--- src/rtl/id_ex_stage.sv ---
// ============================================================================
// id_ex_stage : ID/EX pipeline register with operand forwarding and
//               load-use hazard detection.
// Revision    : 1.0
// ============================================================================
`default_nettype none

module id_ex_stage (
  input  logic        clk,
  input  logic        rst_n,
  input  logic        stall,
  input  logic        flush,
  input  logic        id_valid,
  input  logic [31:0] id_rs_data,
  input  logic [31:0] id_rt_data,
  input  logic [31:0] id_imm,
  input  logic [4:0]  id_rs,
  input  logic [4:0]  id_rt,
  input  logic [4:0]  id_rd,
  input  logic [3:0]  id_alu_control,
  input  logic        id_alu_src,
  input  logic        id_reg_dst,
  input  logic        id_reg_write,
  input  logic        id_mem_read,
  input  logic        id_mem_write,
  input  logic        exmem_reg_write,
  input  logic        memwb_reg_write,
  input  logic [4:0]  exmem_rd,
  input  logic [4:0]  memwb_rd,
  input  logic [31:0] exmem_result,
  input  logic [31:0] memwb_data,
  output logic [31:0] ALU_in1,
  output logic [31:0] ALU_in2,
  output logic [3:0]  ALU_control,
  output logic [31:0] ex_store_data,
  output logic [4:0]  ex_dest,
  output logic        ex_reg_write,
  output logic        ex_mem_read,
  output logic        ex_mem_write,
  output logic        ex_valid,
  output logic        load_use_stall
);

  localparam logic [3:0] ALU_ADD = 4'b0010;

  logic [31:0] rs_data_q, rs_data_d;
  logic [31:0] rt_data_q, rt_data_d;
  logic [31:0] imm_q, imm_d;
  logic [4:0]  rs_q, rs_d;
  logic [4:0]  rt_q, rt_d;
  logic [4:0]  dest_q, dest_d;
  logic [3:0]  alu_control_q, alu_control_d;
  logic        alu_src_q, alu_src_d;
  logic        reg_write_q, reg_write_d;
  logic        mem_read_q, mem_read_d;
  logic        mem_write_q, mem_write_d;
  logic        valid_q, valid_d;

  logic [31:0] fwd_a;
  logic [31:0] fwd_b;

  // A load in EX whose destination feeds the instruction now in decode.
  assign load_use_stall = valid_q & mem_read_q & (dest_q != 5'd0) & id_valid &
                          ((dest_q == id_rs) | (dest_q == id_rt));

  always_comb begin
    rs_data_d     = rs_data_q;
    rt_data_d     = rt_data_q;
    imm_d         = imm_q;
    rs_d          = rs_q;
    rt_d          = rt_q;
    dest_d        = dest_q;
    alu_control_d = alu_control_q;
    alu_src_d     = alu_src_q;
    reg_write_d   = reg_write_q;
    mem_read_d    = mem_read_q;
    mem_write_d   = mem_write_q;
    valid_d       = valid_q;
    if (flush || (!stall && load_use_stall)) begin
      rs_data_d     = 32'd0;
      rt_data_d     = 32'd0;
      imm_d         = 32'd0;
      rs_d          = 5'd0;
      rt_d          = 5'd0;
      dest_d        = 5'd0;
      alu_control_d = ALU_ADD;
      alu_src_d     = 1'b0;
      reg_write_d   = 1'b0;
      mem_read_d    = 1'b0;
      mem_write_d   = 1'b0;
      valid_d       = 1'b0;
    end else if (!stall) begin
      rs_data_d     = id_rs_data;
      rt_data_d     = id_rt_data;
      imm_d         = id_imm;
      rs_d          = id_rs;
      rt_d          = id_rt;
      dest_d        = id_reg_dst ? id_rd : id_rt;
      alu_control_d = id_alu_control;
      alu_src_d     = id_alu_src;
      reg_write_d   = id_reg_write;
      mem_read_d    = id_mem_read;
      mem_write_d   = id_mem_write;
      valid_d       = id_valid;
    end
  end

  always_ff @(posedge clk) begin
    if (!rst_n) begin
      rs_data_q     <= 32'd0;
      rt_data_q     <= 32'd0;
      imm_q         <= 32'd0;
      rs_q          <= 5'd0;
      rt_q          <= 5'd0;
      dest_q        <= 5'd0;
      alu_control_q <= ALU_ADD;
      alu_src_q     <= 1'b0;
      reg_write_q   <= 1'b0;
      mem_read_q    <= 1'b0;
      mem_write_q   <= 1'b0;
      valid_q       <= 1'b0;
    end else begin
      rs_data_q     <= rs_data_d;
      rt_data_q     <= rt_data_d;
      imm_q         <= imm_d;
      rs_q          <= rs_d;
      rt_q          <= rt_d;
      dest_q        <= dest_d;
      alu_control_q <= alu_control_d;
      alu_src_q     <= alu_src_d;
      reg_write_q   <= reg_write_d;
      mem_read_q    <= mem_read_d;
      mem_write_q   <= mem_write_d;
      valid_q       <= valid_d;
    end
  end

  // EX/MEM is younger than MEM/WB, so it wins; register 0 is never forwarded.
  always_comb begin
    fwd_a = rs_data_q;
    if (exmem_reg_write && (exmem_rd != 5'd0) && (exmem_rd == rs_q))
      fwd_a = exmem_result;
    else if (memwb_reg_write && (memwb_rd != 5'd0) && (memwb_rd == rs_q))
      fwd_a = memwb_data;
  end

  always_comb begin
    fwd_b = rt_data_q;
    if (exmem_reg_write && (exmem_rd != 5'd0) && (exmem_rd == rt_q))
      fwd_b = exmem_result;
    else if (memwb_reg_write && (memwb_rd != 5'd0) && (memwb_rd == rt_q))
      fwd_b = memwb_data;
  end

  assign ALU_in1       = fwd_a;
  assign ALU_in2       = alu_src_q ? imm_q : fwd_b;
  assign ex_store_data = fwd_b;
  assign ALU_control   = alu_control_q;
  assign ex_dest       = dest_q;
  assign ex_reg_write  = reg_write_q;
  assign ex_mem_read   = mem_read_q;
  assign ex_mem_write  = mem_write_q;
  assign ex_valid      = valid_q;

endmodule

`default_nettype wire

--- config.mk ---
export PLATFORM = sky130hd
export DESIGN_NAME = id_ex_stage
export DESIGN_NICKNAME = d
export VERILOG_FILES = /design/src/rtl/id_ex_stage.sv
export SDC_FILE = /design/constraint.sdc
export NUM_CORES = 1
export LEC_CHECK = 0
export CORE_MARGIN = 3
export CORE_UTILIZATION = 43
export DETAILED_ROUTE_END_ITERATION = 12
export PLACE_DENSITY_LB_ADDON = 0.1
export SYNTH_ARGS = -nofsm -noshare
export SYNTH_HDL_FRONTEND = slang
export SYNTH_SLANG_ARGS = --single-unit
export TNS_END_PERCENT = 20
--- constraint.sdc ---
create_clock -name clk -period 3.82 [get_ports clk]
set_input_delay 0.764 -clock clk [delete_from_list [all_inputs] [get_ports clk]]
set_output_delay 0.764 -clock clk [all_outputs]
set_load 0.05 [all_outputs]
==> impl_metrics.csv, run 1 <==
group,metric,value,unit
clocking,clock_sinks,120,
sta,period_needed,3760,ps
clocking,path_clk_slew,50,ps
power,peakVddDrop,0.282,mV
placed_design,io_buffers,310,
detailed_routing,totalWireLength,23000,µm
layout,fin_nets,1159,
yosys,synth_top_area_cell,"dfxtp_1",
sta,final-setup-viol-count,0,
yosys,syn-num-nets,857,
yosys,synth.distinct_cells,34,
job,maxCapViolCount,0,
sta,rsz0062_at_grt,"yes",
worst_hold_path,min_path_cells,1,
layout,final.fill_count,895,
floorplanning,die_area,15500,µm²
sta,max_freq,266,MHz
yosys,synthArstFlopShare,0,
clocking,cts_tree,"done",
yosys,netlist_instances,656,
layout,antenna_cells,0,
global_routing,gr-total-overflow,0,
sta,timing.final.crit_share,0.985,
global_routing,grt_max_degree,76,
detailed_routing,vias_per_cell,5.75,
power,powerDensity,356,nW/µm²
yosys,synth_area_leaders,"dfxtp_1 (40%), a22o_1 (17%), mux2_2 (6.5%)",
sta,slew_headroom,0.350,
floorplanning,pin_count,311,
power,clkPwrFrac,0.402,
critical_path,cp_data_arrival_time,3000,ps
detailed_routing,drc,0,
clocking,clock-root-buffer,"clkbuf_16",
power,total_leakage_power,4.18,nW
sta,tightest_slew,975,ps
sta,maxSlewViolCount,0,
yosys,yosysSeqAreaShare,0.399,
power,seqPwrFrac,0.359,
critical_path,cp.depth,8,
power,switching_share,0.278,
placed_design,gp_congestion,0.913,
critical_path,path_class,"primary input to output pin",
critical_path,reg2regPathDepth,5,
critical_path,crit_chain,"clkdlybuf4s50_1 > nor3_2 > a211o_2 > buf_12 > or3_1 > a31oi_2 > mux2_2 > buf_4",
layout,layout-drive-gt1-share,0.235,
yosys,yosysWarnings,0,
floorplanning,die_h,124,µm
yosys,synth_top_area_frac,0.399,
placed_design,hpwl,16200,µm
detailed_routing,drt_iter0_drc,506,
global_routing,grt_usage,0.288,
yosys,synth_top_flop_cell,"dfxtp_1",
sta,final.setup_skew,3.65,ps
clocking,numCtsBuffers,17,
critical_path,cp_max_fo,63,
detailed_routing,num_vias,6579,
critical_path,crit_slowest_cell,"clkdlybuf4s50_1",
critical_path,critPathCaptureType,"output pin",
sta,hold_violations,0,
detailed_routing,dr.pass1.iters,5,
yosys,ys_seq_elements,120,
layout,syn_to_final_growth,72.7,%
critical_path,crit_required,3060,ps
power,comb_power_share,0.240,
layout,fin_util,0.773,
critical_path,worstPathBufferInverterCount,3,
yosys,synth_edf_count,0,
critical_path,start_kind,"primary input",
worst_hold_path,hp-class,"flop to flop",
floorplanning,start_util,0.447,
floorplanning,rows,42,
critical_path,cp_top_family,"buffers and inverters",
detailed_routing,wire_per_inst,20.1,µm
run_status,status,"complete, no violations",
layout,layoutNonFillerInstCount,1145,
power,intPower,2.67,mW
floorplanning,die_w,124,µm
yosys,synth_area_per_cell,9.18,µm²
clocking,htree_levels,4,
yosys,syn-cell-area,6020,µm²
critical_path,slowest_delay,570,ps
detailed_routing,ant_nets,0,
floorplanning,core,13500,µm²
placed_design,placedCellCount,1115,
global_routing,grt_pass1_wl,36200,µm
clocking,clock_path_buffers,2,
global_routing,antenna_found_initial,1,
clocking,postCtsSetupRepairBufs,0,
power,power_switching,1.03,mW
clocking,clk_latency,410,ps
global_routing,grt_pass1_vias,6677,
[placed cells by master (no fill, tap or decap), drive strengths merged]
cell type / n
clkinv: 2
a211o: 1
and3b: 1
a22o: 119
o21ai: 31
nand2: 3
buf: 132
mux2: 35
or2: 1
mux2i: 32
a21oi: 33
a211oi: 3
nor2b: 1
o31ai: 2
nand4: 3
nor3b: 1
dfxtp: 120
or3: 30
a31oi: 30
or4: 3
o31a: 1
nor2: 42
inv: 32
a22oi: 1
dlymetal6s2s: 3
nor3: 34
nand3: 2
clkdlybuf4s50: 210
o21a: 2
clkbuf: 28
xnor2: 17
xor2: 13
o211ai: 1
[worst paths after layout]
kind | from | endpoint | slack, ps
max | memwb_rd[1] | ALU_in2[29] | 60
min | rt_data_q[13]$_SDFFE_PP0N_ | rt_data_q[13]$_SDFFE_PP0N_ | 470
max reg2reg | ex_dest[0]$_SDFFE_PP0N_ | rt_data_q[16]$_SDFFE_PP0N_ | 1670
min reg2reg | rt_data_q[13]$_SDFFE_PP0N_ | rt_data_q[13]$_SDFFE_PP0N_ | 470
[per-stage QoR]
step           setup WS [ps]  instance area, µm²  hold slack [ps]  total power, mW  setup TNS, ps
4_1_cts                -57.1               10300              469             3.71           -639
2_1_floorplan          -87.5                6060              436             1.76          -2150
3_3_place_gp            7.30                9710              449             2.21              0
5_1_grt                -35.0               10400              483             3.83           -151
6_report                57.6               10400              469             3.70              0
3_5_place_dp           -36.0                9710              449             2.22          -79.6
[registers in the layout, summed over array words and instances, names as in the netlist]
signal        cells
imm_q            32
ex_mem_write      1
alu_src_q         1
rt_q              5
ex_dest           5
ALU_control       4
rs_data_q        32
rs_q              5
ex_mem_read       1
ex_reg_write      1
ex_valid          1
rt_data_q        32
[worst reg2reg max path, cell delays in order (launching register included)]
cell,delay (ps)
dfxtp_1,370
or4_1,550
nor2_1,140
o31a_2,170
buf_4,550
a22o_1,320
[synth_stat cells (6+ instances only)]
cell        n
clkbuf_1   34
or3_1      30
xor2_1     13
mux2_2     35
nor2_1     42
nor3_1     34
dfxtp_1   120
a22o_1    119
buf_1       6
a21oi_1    33
xnor2_1    17
o21ai_0    29
buf_2      19
inv_1      32
a31oi_1    30
mux2i_1    32
[cell type report]
| class | instances | area [µm²] | area share |
|---|---|---|---|
| timing repair buffer | 345 | 3680 | 0.354 |
| clock buffer | 28 | 537 | 0.0516 |
| inverter | 32 | 120 | 0.0116 |
| sequential | 120 | 2400 | 0.231 |
| clock inverter | 2 | 10.0 | 0.000963 |
| tap | 176 | 220 | 0.0212 |
| multi-input combinational | 442 | 3420 | 0.329 |
[logic make-up (layout without fill, tap and decap cells)]
group / count (synthesis) / after routing / synth area share
flip-flops: 120 / 120 / 0.399
multiplexers: 67 / 67 / 0.119
AND/OR/NAND/NOR: 121 / 121 / 0.101
AO/OA/AOI/OAI: 224 / 224 / 0.273
buffers and inverters: 94 / 407 / 0.0644
XOR/XNOR: 30 / 30 / 0.0436
[metal layers]
| layer | wire length [µm] | GRT usage | vias up |
|---|---|---|---|
| met5 | 13 | 0 | - |
| met4 | 804 | 0.135 | 2 |
| met3 | 1750 | 0.0768 | 63 |
| met2 | 11500 | 0.483 | 298 |
| li1 | - | - | 3038 |
| met1 | 8950 | 0.344 | 3178 |
[power by group through the flow]
stage / Combinational (mW) / Clock, mW / Sequential [mW]
after floorplan: 0.401 / 0 / 1.36
after global placement: 0.860 / 0 / 1.35
after detailed placement: 0.871 / 0 / 1.35
after CTS: 0.879 / 1.51 / 1.33
after global routing: 0.929 / 1.57 / 1.33
final: 0.887 / 1.49 / 1.33
[what timing repair did]
item,4_1_cts,5_1_grt
hold buffers,0,0
gates resized for setup,5,24
setup endpoints to repair,41,74
pin swaps,0,2
(Power assumes the default switching activity.)
==> run 2: changes to the inputs <==
- GPL_TIMING_DRIVEN: default -> 0
- PLACE_DENSITY: default -> 0.88
- PLACE_DENSITY_LB_ADDON: 0.1 -> default
==> run 2 against run 1 <==
  * Die area stayed put
  * Via count up 4.8%
  * Core utilization shrank 2.8 points
  * Register-to-register slack got worse by 310 ps
==> impl_metrics.csv, run 2 (synthesis gave the netlist of run 1 again) <==
group,metric,value,unit
run_status,status,"complete, no violations",
floorplanning,die_w,124,µm
sta,maxSlewViolCount,0,
placed_design,io_buffers,310,
placed_design,post-place-ws,-1020,ps
power,peakVddDrop,0.311,mV
critical_path,path_class,"primary input to output pin",
critical_path,critPathCaptureType,"output pin",
sta,hold_violations,0,
floorplanning,rows,42,
clocking,clock_sinks,120,
clocking,clock_path_buffers,2,
worst_hold_path,hp-class,"flop to flop",
placed_design,hpwl,18800,µm
detailed_routing,num_vias,6897,
power,power.total,3.90,mW
detailed_routing,ant_nets,0,
layout,syn_to_final_growth,66.6,%
layout,final_cell_mix,"clkdlybuf4s50_1 (205), dfxtp_1 (120), a22o_1 (119)",
floorplanning,die_h,124,µm
detailed_routing,drc,0,
layout,final_common_cell,"clkdlybuf4s50_1",
layout,fin_nets,1191,
sta,tightest_slew,741,ps
critical_path,cp_data_arrival_time,3030,ps
critical_path,start_kind,"primary input",
detailed_routing,vias_per_cell,5.85,
clocking,clock-root-buffer,"clkbuf_16",
clocking,hold_buffers,0,
sta,period_needed,3790,ps
clocking,numCtsBuffers,17,
floorplanning,start_util,0.447,
power,powerDensity,389,nW/µm²
floorplanning,pin_count,311,
power,total_leakage_power,4.11,nW
global_routing,antenna_found_initial,1,
layout,layout-drive-gt1-share,0.235,
clocking,clk_latency,430,ps
clocking,cts_tree,"done",
floorplanning,die_area,15500,µm²
placed_design,placedCellCount,1142,
sta,final.setup_skew,7.44,ps
sta,rsz0062_at_grt,"yes",
placed_design,gp_congestion,0.849,
detailed_routing,dr.pass1.iters,7,
global_routing,gr-total-overflow,0,
global_routing,grt_max_degree,17,
layout,largest_registers,"imm_q (32), rs_data_q (32), rt_data_q (32)",
sta,slew_headroom,0.506,
sta,final-setup-viol-count,0,
critical_path,cp_max_fo,10,
detailed_routing,totalWireLength,26200,µm
sta,setup_ws,25.2,ps
floorplanning,core,13500,µm²
global_routing,grt_pass1_wl,39400,µm
layout,layoutNonFillerInstCount,1179,
clocking,path_clk_slew,50,ps
critical_path,crit_required,3060,ps
global_routing,grt_usage,0.323,
detailed_routing,wire_per_inst,22.2,µm
detailed_routing,drt_iter0_drc,587,
job,maxCapViolCount,0,
clocking,htree_levels,4,
sta,max_freq,264,MHz
global_routing,grt_pass1_vias,7006,
sta,timing.final.crit_share,0.993,
[run 2: cell count changes in the layout (fill, tap and decap cells not counted), sizes merged]
| cell | change |
|---|---|
| buf | -20 |
| bufinv | +4 |
| clkbuf | +31 |
| clkdlybuf4s15 | +11 |
| clkdlybuf4s18 | +3 |
| clkdlybuf4s50 | -5 |
| clkinv | +3 |
| diode | +1 |
| dlygate4sd2 | +4 |
| dlymetal6s2s | +2 |
[run 2: per-stage QoR]
| step | utilization | TNS, ps | area, µm² | hold slack (ps) |
|---|---|---|---|---|
| after CTS | 0.738 | -57.5 | 9930 | 469 |
| final | 0.745 | 0 | 10000 | 469 |
| after detailed placement | 0.697 | -76610 | 9380 | 452 |
| after global placement | 0.697 | -75210 | 9380 | 450 |
| after global routing | 0.745 | -83.9 | 10000 | 479 |
| after floorplan | - | -2150 | 6060 | 436 |
[run 2: per-layer routing]
layer,vias to the layer above,GRT usage,share of wire
li1,3119,-,-
met1,3250,0.391,0.40
met2,445,0.540,0.48
met3,83,0.0845,0.080
met4,0,0.142,0.042
met5,-,0,0
[run 2: worst paths after layout]
path                                              start                    endpoint  slack (ps)  depth (start not counted)
worst min register to register   imm_q[30]$_SDFFE_PP0N_      imm_q[30]$_SDFFE_PP0N_         470                          1
worst max-delay path                        memwb_rd[3]                 ALU_in2[23]          30                          8
worst max register to register  ex_dest[0]$_SDFFE_PP0N_  rs_data_q[10]$_SDFFE_PP0N_        1360                          6
worst min-delay path             imm_q[30]$_SDFFE_PP0N_      imm_q[30]$_SDFFE_PP0N_         470                          1
[run 2: where the power goes]
group          leakage [nW]  switching (mW)  internal, mW  total [mW]
clock                 0.316           0.595          1.15        1.75
sequential            0.978          0.0290          1.29        1.32
combinational          2.82           0.462         0.366       0.828
total                  4.11            1.09          2.81        3.90
[run 2: layout make-up]
| cell class | instances | area (µm²) |
|---|---|---|
| fillers | 966 | 3430 |
| plain buffers | 62 | 338 |
| diodes | 1 | 2.50 |
| multi-input cells | 442 | 3460 |
| clock buffers | 22 | 484 |
| inverters | 32 | 120 |
| well taps | 176 | 220 |
| clock inverters | 9 | 145 |
| repair buffers | 315 | 2850 |
| flip-flops and latches | 120 | 2400 |
[run 2: worst max-delay path: stages]
cell	delay (ps)
clkdlybuf4s50_1	550
nor2_1	120
a211o_4	390
clkbuf_4	220
or3_1	340
a31oi_2	230
mux2_2	210
buf_4	200
[run 2: repair_timing]
action	4_1_cts	5_1_grt
setup endpoints to repair	96	83
pin swaps	3	3
buffers inserted	3	2
resized for setup	532	72
